==> config.mk <==
export PLATFORM = sky130hd
export DESIGN_NAME = seq_divider
export DESIGN_NICKNAME = d
export VERILOG_FILES = /design/src/rtl/seq_divider.sv
export SDC_FILE = /design/constraint.sdc
export NUM_CORES = 1
export LEC_CHECK = 0
export BUFFER_PORTS_ARGS = -buffer_cell sky130_fd_sc_hd__buf_2
export CAP_MARGIN = 20
export CORE_MARGIN = 8
export CORE_UTILIZATION = 54
export CTS_CLUSTER_SIZE = 28
export DETAILED_ROUTE_END_ITERATION = 16
export GPL_TIMING_DRIVEN = 0
export PLACE_DENSITY = 0.8
export SETUP_SLACK_MARGIN = 0.02
export SYNTH_ARGS = -nofsm -noshare
export SYNTH_HDL_FRONTEND = slang
export SYNTH_SLANG_ARGS = --single-unit
==> constraint.sdc <==
create_clock -name clk -period 3.2 [get_ports clk]
set_input_delay 0.32 -clock clk [delete_from_list [all_inputs] [get_ports clk]]
set_output_delay 0.32 -clock clk [all_outputs]
set_load 0.05 [all_outputs]
==> src/rtl/seq_divider.sv <==
// seq_divider: multi-cycle restoring divider (DIV/DIVU) for the MIPS mult/div unit.
// One quotient bit per clock; signed ops run on magnitudes and fix signs at the end.
module seq_divider #(
    parameter int WIDTH = 32
) (
    input  logic             clk,
    input  logic             rst_n,
    input  logic             start,
    input  logic             signed_op,
    input  logic [WIDTH-1:0] dividend,
    input  logic [WIDTH-1:0] divisor,
    output logic             busy,
    output logic             done,
    output logic [WIDTH-1:0] quotient,
    output logic [WIDTH-1:0] remainder,
    output logic             div_by_zero
);
    localparam int CW = $clog2(WIDTH);

    typedef enum logic [1:0] {IDLE, RUN, FIX, DONE} state_t;

    state_t           state_q, state_d;
    logic [CW-1:0]    cnt_q, cnt_d;
    logic [WIDTH:0]   rem_q, rem_d;
    logic [WIDTH-1:0] quo_q, quo_d;
    logic [WIDTH-1:0] dmag_q, dmag_d;
    logic             negq_q, negq_d;
    logic             negr_q, negr_d;
    logic [WIDTH-1:0] quotient_q, quotient_d;
    logic [WIDTH-1:0] remainder_q, remainder_d;
    logic             dbz_q, dbz_d;

    logic             accept;
    logic             sgn_a, sgn_b;
    logic [WIDTH-1:0] a_mag, b_mag;
    logic [WIDTH:0]   shifted, trial;
    logic             ge;

    // A new op is taken only while not busy (IDLE, or DONE for back-to-back).
    assign accept = start && (state_q == IDLE || state_q == DONE);

    // State and datapath registers; reset aborts any op in flight.
    always_ff @(posedge clk or negedge rst_n) begin
        if (!rst_n) begin
            state_q     <= IDLE;
            cnt_q       <= '0;
            rem_q       <= '0;
            quo_q       <= '0;
            dmag_q      <= '0;
            negq_q      <= 1'b0;
            negr_q      <= 1'b0;
            quotient_q  <= '0;
            remainder_q <= '0;
            dbz_q       <= 1'b0;
        end else begin
            state_q     <= state_d;
            cnt_q       <= cnt_d;
            rem_q       <= rem_d;
            quo_q       <= quo_d;
            dmag_q      <= dmag_d;
            negq_q      <= negq_d;
            negr_q      <= negr_d;
            quotient_q  <= quotient_d;
            remainder_q <= remainder_d;
            dbz_q       <= dbz_d;
        end
    end

    // Next-state: zero divisor skips straight to DONE.
    always_comb begin
        state_d = state_q;
        case (state_q)
            IDLE, DONE: begin
                if (accept) state_d = (divisor == '0) ? DONE : RUN;
                else        state_d = IDLE;
            end
            RUN:     if (cnt_q == '0) state_d = FIX;
            FIX:     state_d = DONE;
            default: state_d = IDLE;
        endcase
    end

    // Outputs decode the state register only, so nothing combinational from inputs.
    always_comb begin
        busy        = (state_q == RUN) || (state_q == FIX);
        done        = (state_q == DONE);
        quotient    = quotient_q;
        remainder   = remainder_q;
        div_by_zero = dbz_q;
    end

    // Datapath: operand capture, one shift/trial-subtract per RUN cycle, sign fix in FIX.
    always_comb begin
        cnt_d       = cnt_q;
        rem_d       = rem_q;
        quo_d       = quo_q;
        dmag_d      = dmag_q;
        negq_d      = negq_q;
        negr_d      = negr_q;
        quotient_d  = quotient_q;
        remainder_d = remainder_q;
        dbz_d       = dbz_q;

        sgn_a = signed_op & dividend[WIDTH-1];
        sgn_b = signed_op & divisor[WIDTH-1];
        a_mag = sgn_a ? -dividend : dividend;
        b_mag = sgn_b ? -divisor  : divisor;

        shifted = {rem_q[WIDTH-1:0], quo_q[WIDTH-1]};
        trial   = shifted - {1'b0, dmag_q};
        // rem_q stays below the divisor, so its top bit is clear; if it were set the
        // true shifted value would exceed any divisor and the subtraction would succeed.
        ge      = rem_q[WIDTH] | ~trial[WIDTH];

        case (state_q)
            IDLE, DONE: begin
                if (accept && divisor != '0) begin
                    rem_d  = '0;
                    quo_d  = a_mag;
                    dmag_d = b_mag;
                    negq_d = sgn_a ^ sgn_b;
                    negr_d = sgn_a;
                    cnt_d  = CW'(WIDTH - 1);
                end else if (accept) begin
                    quotient_d  = '1;
                    remainder_d = dividend;
                    dbz_d       = 1'b1;
                end
            end
            RUN: begin
                rem_d = ge ? trial : shifted;
                quo_d = {quo_q[WIDTH-2:0], ge};
                cnt_d = cnt_q - CW'(1);
            end
            FIX: begin
                quotient_d  = negq_q ? -quo_q : quo_q;
                remainder_d = negr_q ? -rem_q[WIDTH-1:0] : rem_q[WIDTH-1:0];
                dbz_d       = 1'b0;
            end
            default: ;
        endcase
    end
endmodule
==> metrics, run 1 <==
outcome finished, violations left; violated checks negative setup slack; Pins Over Slew Limit 0; fmax 294 MHz; Layout Nets 1689; top cells by instance count after synthesis nand2_1, o21ai_0, dfrtp_1, a21oi_1, nor2_1; Port Buffers 134; post-synthesis register bit count 171; setup slack after layout -0.203 ns; CP Launch Type register; wire length per cell between 15 and 20 µm; via/cell ratio 5.82; Finished Layout Cells 1867; worst skew pair latency between 0.4 and 0.5 ns; count leader, synth nand2_1; DRT Pass-1 Iters 5; worst hold path type input pin to register; I/O Pins 135; fin crit share 106%; Hold Vio Cnt, Final 0; Root Buffer clkbuf_16; Fillers 1680; fraction of registers with async set/reset 100%; Synth Warn # 0; Post-Syn Instances 1392; Slew @ Worst Pin 0.918 ns; Worst Path Required 3.49 ns; H-tree depth 4; Post-Syn Area 0.0114 mm²; Critical Path Fanout Max 6; CTS buffer count 17; antenna violations before repair 1; Most used DFF post-synth dfrtp_1; Slew HR 38.4%; layout cells sized above 1 between 15 and 20%; largest net degree at the start of global routing 110; largest area contributor in the netlist dfrtp_1; Final setup viols 34; Iter 0 DRT Violations 1190; Row Count 53; slowest stage cell, crit path dfrtp_1; Final Critical Period 3.40 ns; max cap viols 0; CTS tree done; Total Routing Usage GR a little under a quarter; post-synthesis sequential area ratio between 30% and 40%; synth-to-layout area growth 19.9%; Mapped Nets 1502; first-pass GRT wire length between 50000 and 60000 µm; Die X 162 µm; core area 0.0209 mm²; Chip Height approximately 160 µm; Finished Cell Area approximately 0.014 mm²; largest cells by area after synthesis dfrtp_1, o21ai_0, xor2_1; Post-synth EDFFs 0; total grt overflow 0; CP max stage delay between 0.3 and 0.4 ns; GP Congestion 0.942; RSZ-0062 raised after global routing yes; Starting Density 54.8%; Clock Skews 0.00694 ns; critical path type register to register; placed instance area 0.0125 mm²; clk slew on worst S/H paths 0.07 ns; die area 0.0261 mm²; Syn Area/Cell slightly above 8 µm²; Post-DRT Antenna Nets 0; Arr. time, crit path 3.70 ns; Detailed Route WL 32400 µm; pwr/cell area 972 mW/mm²; Yosys top cell area share 37.4%; Sink Count 171; worst vdd ir about 0.39 mV; vias in the first global route approximately 10000; Critical Path End Type register; via count about 11000; worst-path cell chain inv_2 > ha_4 > fa_2 > nor2b_2 > o31a_1 > o41a_1 > a31oi_4 > o31ai_4 > o21a_2 > a21oi_4 > mux2i_4 > buf_12 > buf_6 > mux2i_2 > o21ai_1; Clock Path Buffers 2; HPWL Detailed 24100 µm; Pwr Total 13300 µW; distinct cell type count after synthesis 62; residual DRC count 0; placed cell count 1802; Leak Pwr 0.00623 µW
==> metrics by stage <==
stage / utilization (%) / worst slack [ns] / TNS, ns / hold WS [ns]
6_report: 65.7 / -0.203 / -4.14 / 0.174
5_1_grt: 65.7 / -0.249 / -7.15 / 0.179
4_1_cts: 64.1 / -0.226 / -6.42 / 0.166
3_5_place_dp: 60.1 / -0.623 / -59.95 / 0.282
3_3_place_gp: 59.9 / -0.749 / -181.73 / 0.461
2_1_floorplan: - / 0.0352 / 0 / 0.0244
==> final timing paths <==
check / slack [ns] / startpoint / cells past startpoint / endpoint
setup / recovery: -0.20 / quo_q[31]$_DFFE_PN0P_ / 15 / rem_q[13]$_DFFE_PN0P_
max in group asynchronous: 1.92 / rst_n / 3 / rem_q[11]$_DFFE_PN0P_
hold reg to reg: 0.48 / dmag_q[26]$_DFFE_PN0P_ / 2 / dmag_q[26]$_DFFE_PN0P_
min in group asynchronous: 0.40 / rst_n / 2 / quotient[6]$_DFFE_PN0P_
setup reg to reg: -0.20 / quo_q[31]$_DFFE_PN0P_ / 15 / rem_q[13]$_DFFE_PN0P_
hold / removal: 0.17 / divisor[1] / 3 / dmag_q[1]$_DFFE_PN0P_
==> cells in the final DEF, fill, tap and decap left out, drive strengths merged, types with 2 or more instances in the layout <==
master,instances
nor4,9
nand3b,2
nand4,9
clkbuf,78
nand3,16
a21boi,2
mux2,4
or4,19
o21ai,186
o221ai,3
a31oi,13
bufinv,3
a21o,16
dfrtp,171
or3,15
nand2b,6
buf,176
nor2,123
xor2,93
nor3,16
mux2i,45
and3,2
clkinv,6
inv,66
o21a,5
a211oi,2
a21oi,126
o31a,2
nand2,197
ha,41
o31ai,24
and2,7
o41ai,12
nor2b,10
xnor2,54
o211ai,2
or2,4
o22ai,8
==> cells by family after synthesis <==
group	count (synthesis)	share of synthesized area, %
AND/OR/NAND/NOR	438	17.3
AO/OA/AOI/OAI	413	20.7
flip-flops	171	37.4
XOR/XNOR	147	11.2
buffers and inverters	132	4.44
multiplexers	49	4.33
adder cells (fa/ha/maj)	42	4.66
==> critical path: cells and delay by family (launching register included) <==
kind                     cells  cell delay, ns
AND/OR/NAND/NOR              1            0.05
flip-flops                   1            0.39
buffers and inverters        3            0.42
AO/OA/AOI/OAI                7            1.54
multiplexers                 2            0.51
adder cells (fa/ha/maj)      2            0.36
==> metal layers <==
layer  wire length [µm]  vias to the layer above  GRT usage [%]
li1                   -                     5223              -
met2              15800                      481           41.9
met5                  0                        -              0
met1              13300                     5074           28.9
met3               2240                       85           3.72
met4               1120                        0           9.55
==> sequential cells by signal, indices dropped and copies added (netlist names) <==
signal and count:
remainder 32, state_q 2, rem_q 33, cnt_q 5, negr_q 1, div_by_zero 1
dmag_q 32, quotient 32, negq_q 1, quo_q 32
==> what timing repair did <==
action | CTS | global route
buffers inserted | 16 | 15
cloned | 1 | 1
endpoints found under the setup margin | 77 | 136
hold endpoints to repair | 62 | 0
pin swaps | 11 | 22
resized for setup | 34 | 79
hold buffers | 1 | 0
==> report_power, final <==
group / internal, µW / leakage (µW) / switching [µW] / total [µW]
clock network: 1230 / 0.000294 / 908 / 2140
registers: 3020 / 0.00211 / 679 / 3700
logic: 2350 / 0.00382 / 5140 / 7490
==> area by class of cell <==
type                    count  area (µm²)  share of cell area (%)
multi-input cells        1089        6940                    50.6
flip-flops and latches    171        4290                    31.2
repair buffers            169        1010                    7.36
clock buffers              17         425                    3.10
well taps                 275         344                    2.51
plain buffers              69         313                    2.28
inverters                  62         233                    1.70
clock inverters            14         170                    1.24
diodes                      1        2.50                  0.0182
No activity file was read; power rests on OpenSTA's default activity.
==> inputs of run 2 (changes only) <==
--- a/config.mk
+++ b/config.mk
@@ -7,13 +7,16 @@
 export LEC_CHECK = 0
 export BUFFER_PORTS_ARGS = -buffer_cell sky130_fd_sc_hd__buf_2
 export CAP_MARGIN = 20
+export CELL_PAD_IN_SITES_DETAIL_PLACEMENT = 1
+export CELL_PAD_IN_SITES_GLOBAL_PLACEMENT = 2
 export CORE_MARGIN = 8
-export CORE_UTILIZATION = 54
-export CTS_CLUSTER_SIZE = 28
+export CORE_UTILIZATION = 32
+export CTS_CLUSTER_SIZE = 30
 export DETAILED_ROUTE_END_ITERATION = 16
 export GPL_TIMING_DRIVEN = 0
-export PLACE_DENSITY = 0.8
+export PLACE_DENSITY = 0.79
 export SETUP_SLACK_MARGIN = 0.02
+export SKIP_CTS_REPAIR_TIMING = 1
 export SYNTH_ARGS = -nofsm -noshare
 export SYNTH_HDL_FRONTEND = slang
 export SYNTH_SLANG_ARGS = --single-unit
==> run 2 against run 1 <==
Against the previous run: the run still ends with negative setup slack left; critical endpoint is now rem_q[0]$_DFFE_PN0P_; total power increased by 2.0%; combinational power about the same; cell area increased by 1.7%; hold slack got worse by 0.011 ns; clock power increased by 10%; setup slack got worse by 0.14 ns; utilization decreased by 26 points; sequential share of layout area decreased by 0.52 points; maximum frequency decreased by 3.9%; first-iteration DRC count decreased by 64%; largest power group unchanged.
==> metrics, run 2 (synthesized netlist as in run 1, its figures left out) <==
Inserted Diodes 0 (-1); Finished Cell Area 0.0140 mm² (+1.7%); Internal Power 6750 µW (+2.3%); synth-to-layout area growth 22.0%; combinational share of power 55.3% (-0.9 points); CTS tree done; vias in the first global route 11275 (+8.4%); Finished Layout Cells 2040 (+9.3%); wire length per cell 18.7 µm (+7.7%); max reg flops 33 (unchanged); Post-DRT Antenna Nets 0 (unchanged); I/O Pins 135 (unchanged); RSZ-0062 raised after global routing yes; core area 0.0354 mm² (+69%); Worst Path Required 3.55 ns (+0.06 ns); Final setup viols 33 (-2.9%); Pins Over Slew Limit 0 (unchanged); fmax 282 MHz (-3.9%); Clock Skews 0.00922 ns (+0.00228 ns); Fillers 4248 (+150%); Reg with most FFs rem_q; Slew HR 34.8% (-3.5 points); GP Congestion 0.848 (-10%); via count 10453 (-3.8%); Clk network pwr share 17.3% (+1.3 points); fin crit share 111% (+4.3 points); Layout Nets 1678 (-0.65%); Total Routing Usage GR 18.0% (-5.9 points); die area 0.0421 mm² (+61%); FF/Latch Area 0.00429 mm² (unchanged); HPWL Detailed 29700 µm (+23%); CP Launch Type register; Iter 0 DRT Violations 426 (-64%); pwr/cell area 975 mW/mm² (+0.36%); Hold Vio Cnt, Final 0 (unchanged); CTS buffer count 17 (unchanged); most frequent cells in the layout nand2_1, dfrtp_1, o21ai_0, buf_2, a21oi_1; setup slack after layout -0.340 ns (-0.137 ns); first-pass GRT wire length 60700 µm (+19%); violated checks negative setup slack; Detailed Route WL 38100 µm (+18%); largest net degree at the start of global routing 102 (-7.3%); Chip Height 205 µm (+27%); Die X 205 µm (+27%); total grt overflow 0 (unchanged); post-layout util 39.4% (-26 points); placed instance area 0.0128 mm² (+1.9%); DRT Pass-1 Iters 5 (unchanged); Sw Pwr 6850 µW (+1.8%); max cap viols 0 (unchanged); via/cell ratio 5.12 (-12%); Root Buffer clkbuf_16; Slew @ Worst Pin 0.971 ns (+0.0526 ns); Sink Count 171 (unchanged); most common cell after layout, fill and taps aside nand2_1; Port Buffers 134 (unchanged); Starting Density 32.3% (-22 points); clk slew on worst S/H paths 0.07 ns (about the same); worst hold path type input pin to register; worst vdd ir 0.537 mV (+37%); critical path type register to register; Critical Path Fanout Max 7 (+1); worst skew pair latency 0.44 ns (about the same); Arr. time, crit path 3.89 ns (+0.19 ns); sw frac 50.4% (-0.10 points); Final Critical Period 3.54 ns (+0.137 ns); outcome finished, violations left; area taken by multi-input logic gates 0.00694 mm² (about the same); placed cell count 1988 (+10%); residual DRC count 0 (unchanged); Clock Path Buffers 2 (unchanged); Row Count 69 (+30%); Critical Path End Type register; sequential power share 27.4% (-0.4 points); layout cells sized above 1 17.2% (-0.62 points); antenna violations before repair 0 (-1); Leak Pwr 0.00621 µW (-0.26%); H-tree depth 4 (unchanged)
## run 2: cell count changes in the layout (fill, tap and decap cells not counted), sizes merged
cell,previous run,this run
clkinv,6,3
bufinv,3,5
buf,176,161
clkbuf,78,85
inv,66,63
diode,1,0
## run 2: worst paths after layout
kind | startpoint | end | slack, ns | depth (start not counted)
max | quo_q[31]$_DFFE_PN0P_ | rem_q[0]$_DFFE_PN0P_ | -0.34 | 15
min | divisor[1] | dmag_q[1]$_DFFE_PN0P_ | 0.16 | 3
max reg2reg | quo_q[31]$_DFFE_PN0P_ | rem_q[0]$_DFFE_PN0P_ | -0.34 | 15
min reg2reg | remainder[7]$_DFFE_PN0P_ | remainder[7]$_DFFE_PN0P_ | 0.48 | 2
max in group asynchronous | rst_n | dmag_q[22]$_DFFE_PN0P_ | 1.81 | 3
min in group asynchronous | rst_n | quotient[6]$_DFFE_PN0P_ | 0.43 | 2
## run 2: metrics by stage
step	hold WS, ns	total power, µW	worst slack, ns	TNS (ns)
final	0.163	13600	-0.340	-9.55
after floorplan	0.0244	8800	0.0352	0
after global placement	0.463	10800	-1.04	-268.34
after global routing	0.192	14700	-0.436	-13.41
after detailed placement	0.331	11000	-0.918	-97.99
after CTS	-0.140	13500	-0.763	-43.47
## run 2: cell type report
type                    instances  area share [%]
repair buffers                157            6.67
clock inverters                10            1.35
multi-input cells            1089            49.7
plain buffers                  70            2.38
clock buffers                  20            3.34
inverters                      62            1.69
well taps                     461            4.13
flip-flops and latches        171            30.7
## run 2: critical path, cell delays in order (launching register included)
cell and delay [ns]:
dfrtp_1 0.41, inv_4 0.11, ha_4 0.14, fa_2 0.21
nor2b_2 0.06, o31a_1 0.26, o41a_1 0.47, a31oi_4 0.29
o31ai_4 0.10, o21a_4 0.24, a21oi_4 0.21, mux2i_4 0.28
buf_12 0.17, buf_6 0.11, mux2_4 0.30, o22ai_2 0.09
## run 2: layer usage
layer | global-route usage, % | share of wire, % | up-vias
met5 | 0 | 0 | -
met4 | 4.95 | 1.7 | 0
met3 | 2.13 | 2.6 | 45
met2 | 32.0 | 50 | 152
met1 | 22.5 | 45 | 5055
li1 | - | - | 5201
## run 2: power groups by stage
| stage | clock network (µW) | registers, µW | logic [µW] |
|---|---|---|---|
| after CTS | 2410 | 3730 | 7310 |
| after global placement | 0 | 3720 | 7110 |
| after floorplan | 0 | 4900 | 3900 |
| after detailed placement | 0 | 3760 | 7270 |
| final | 2360 | 3730 | 7520 |
| after global routing | 2470 | 3860 | 8330 |
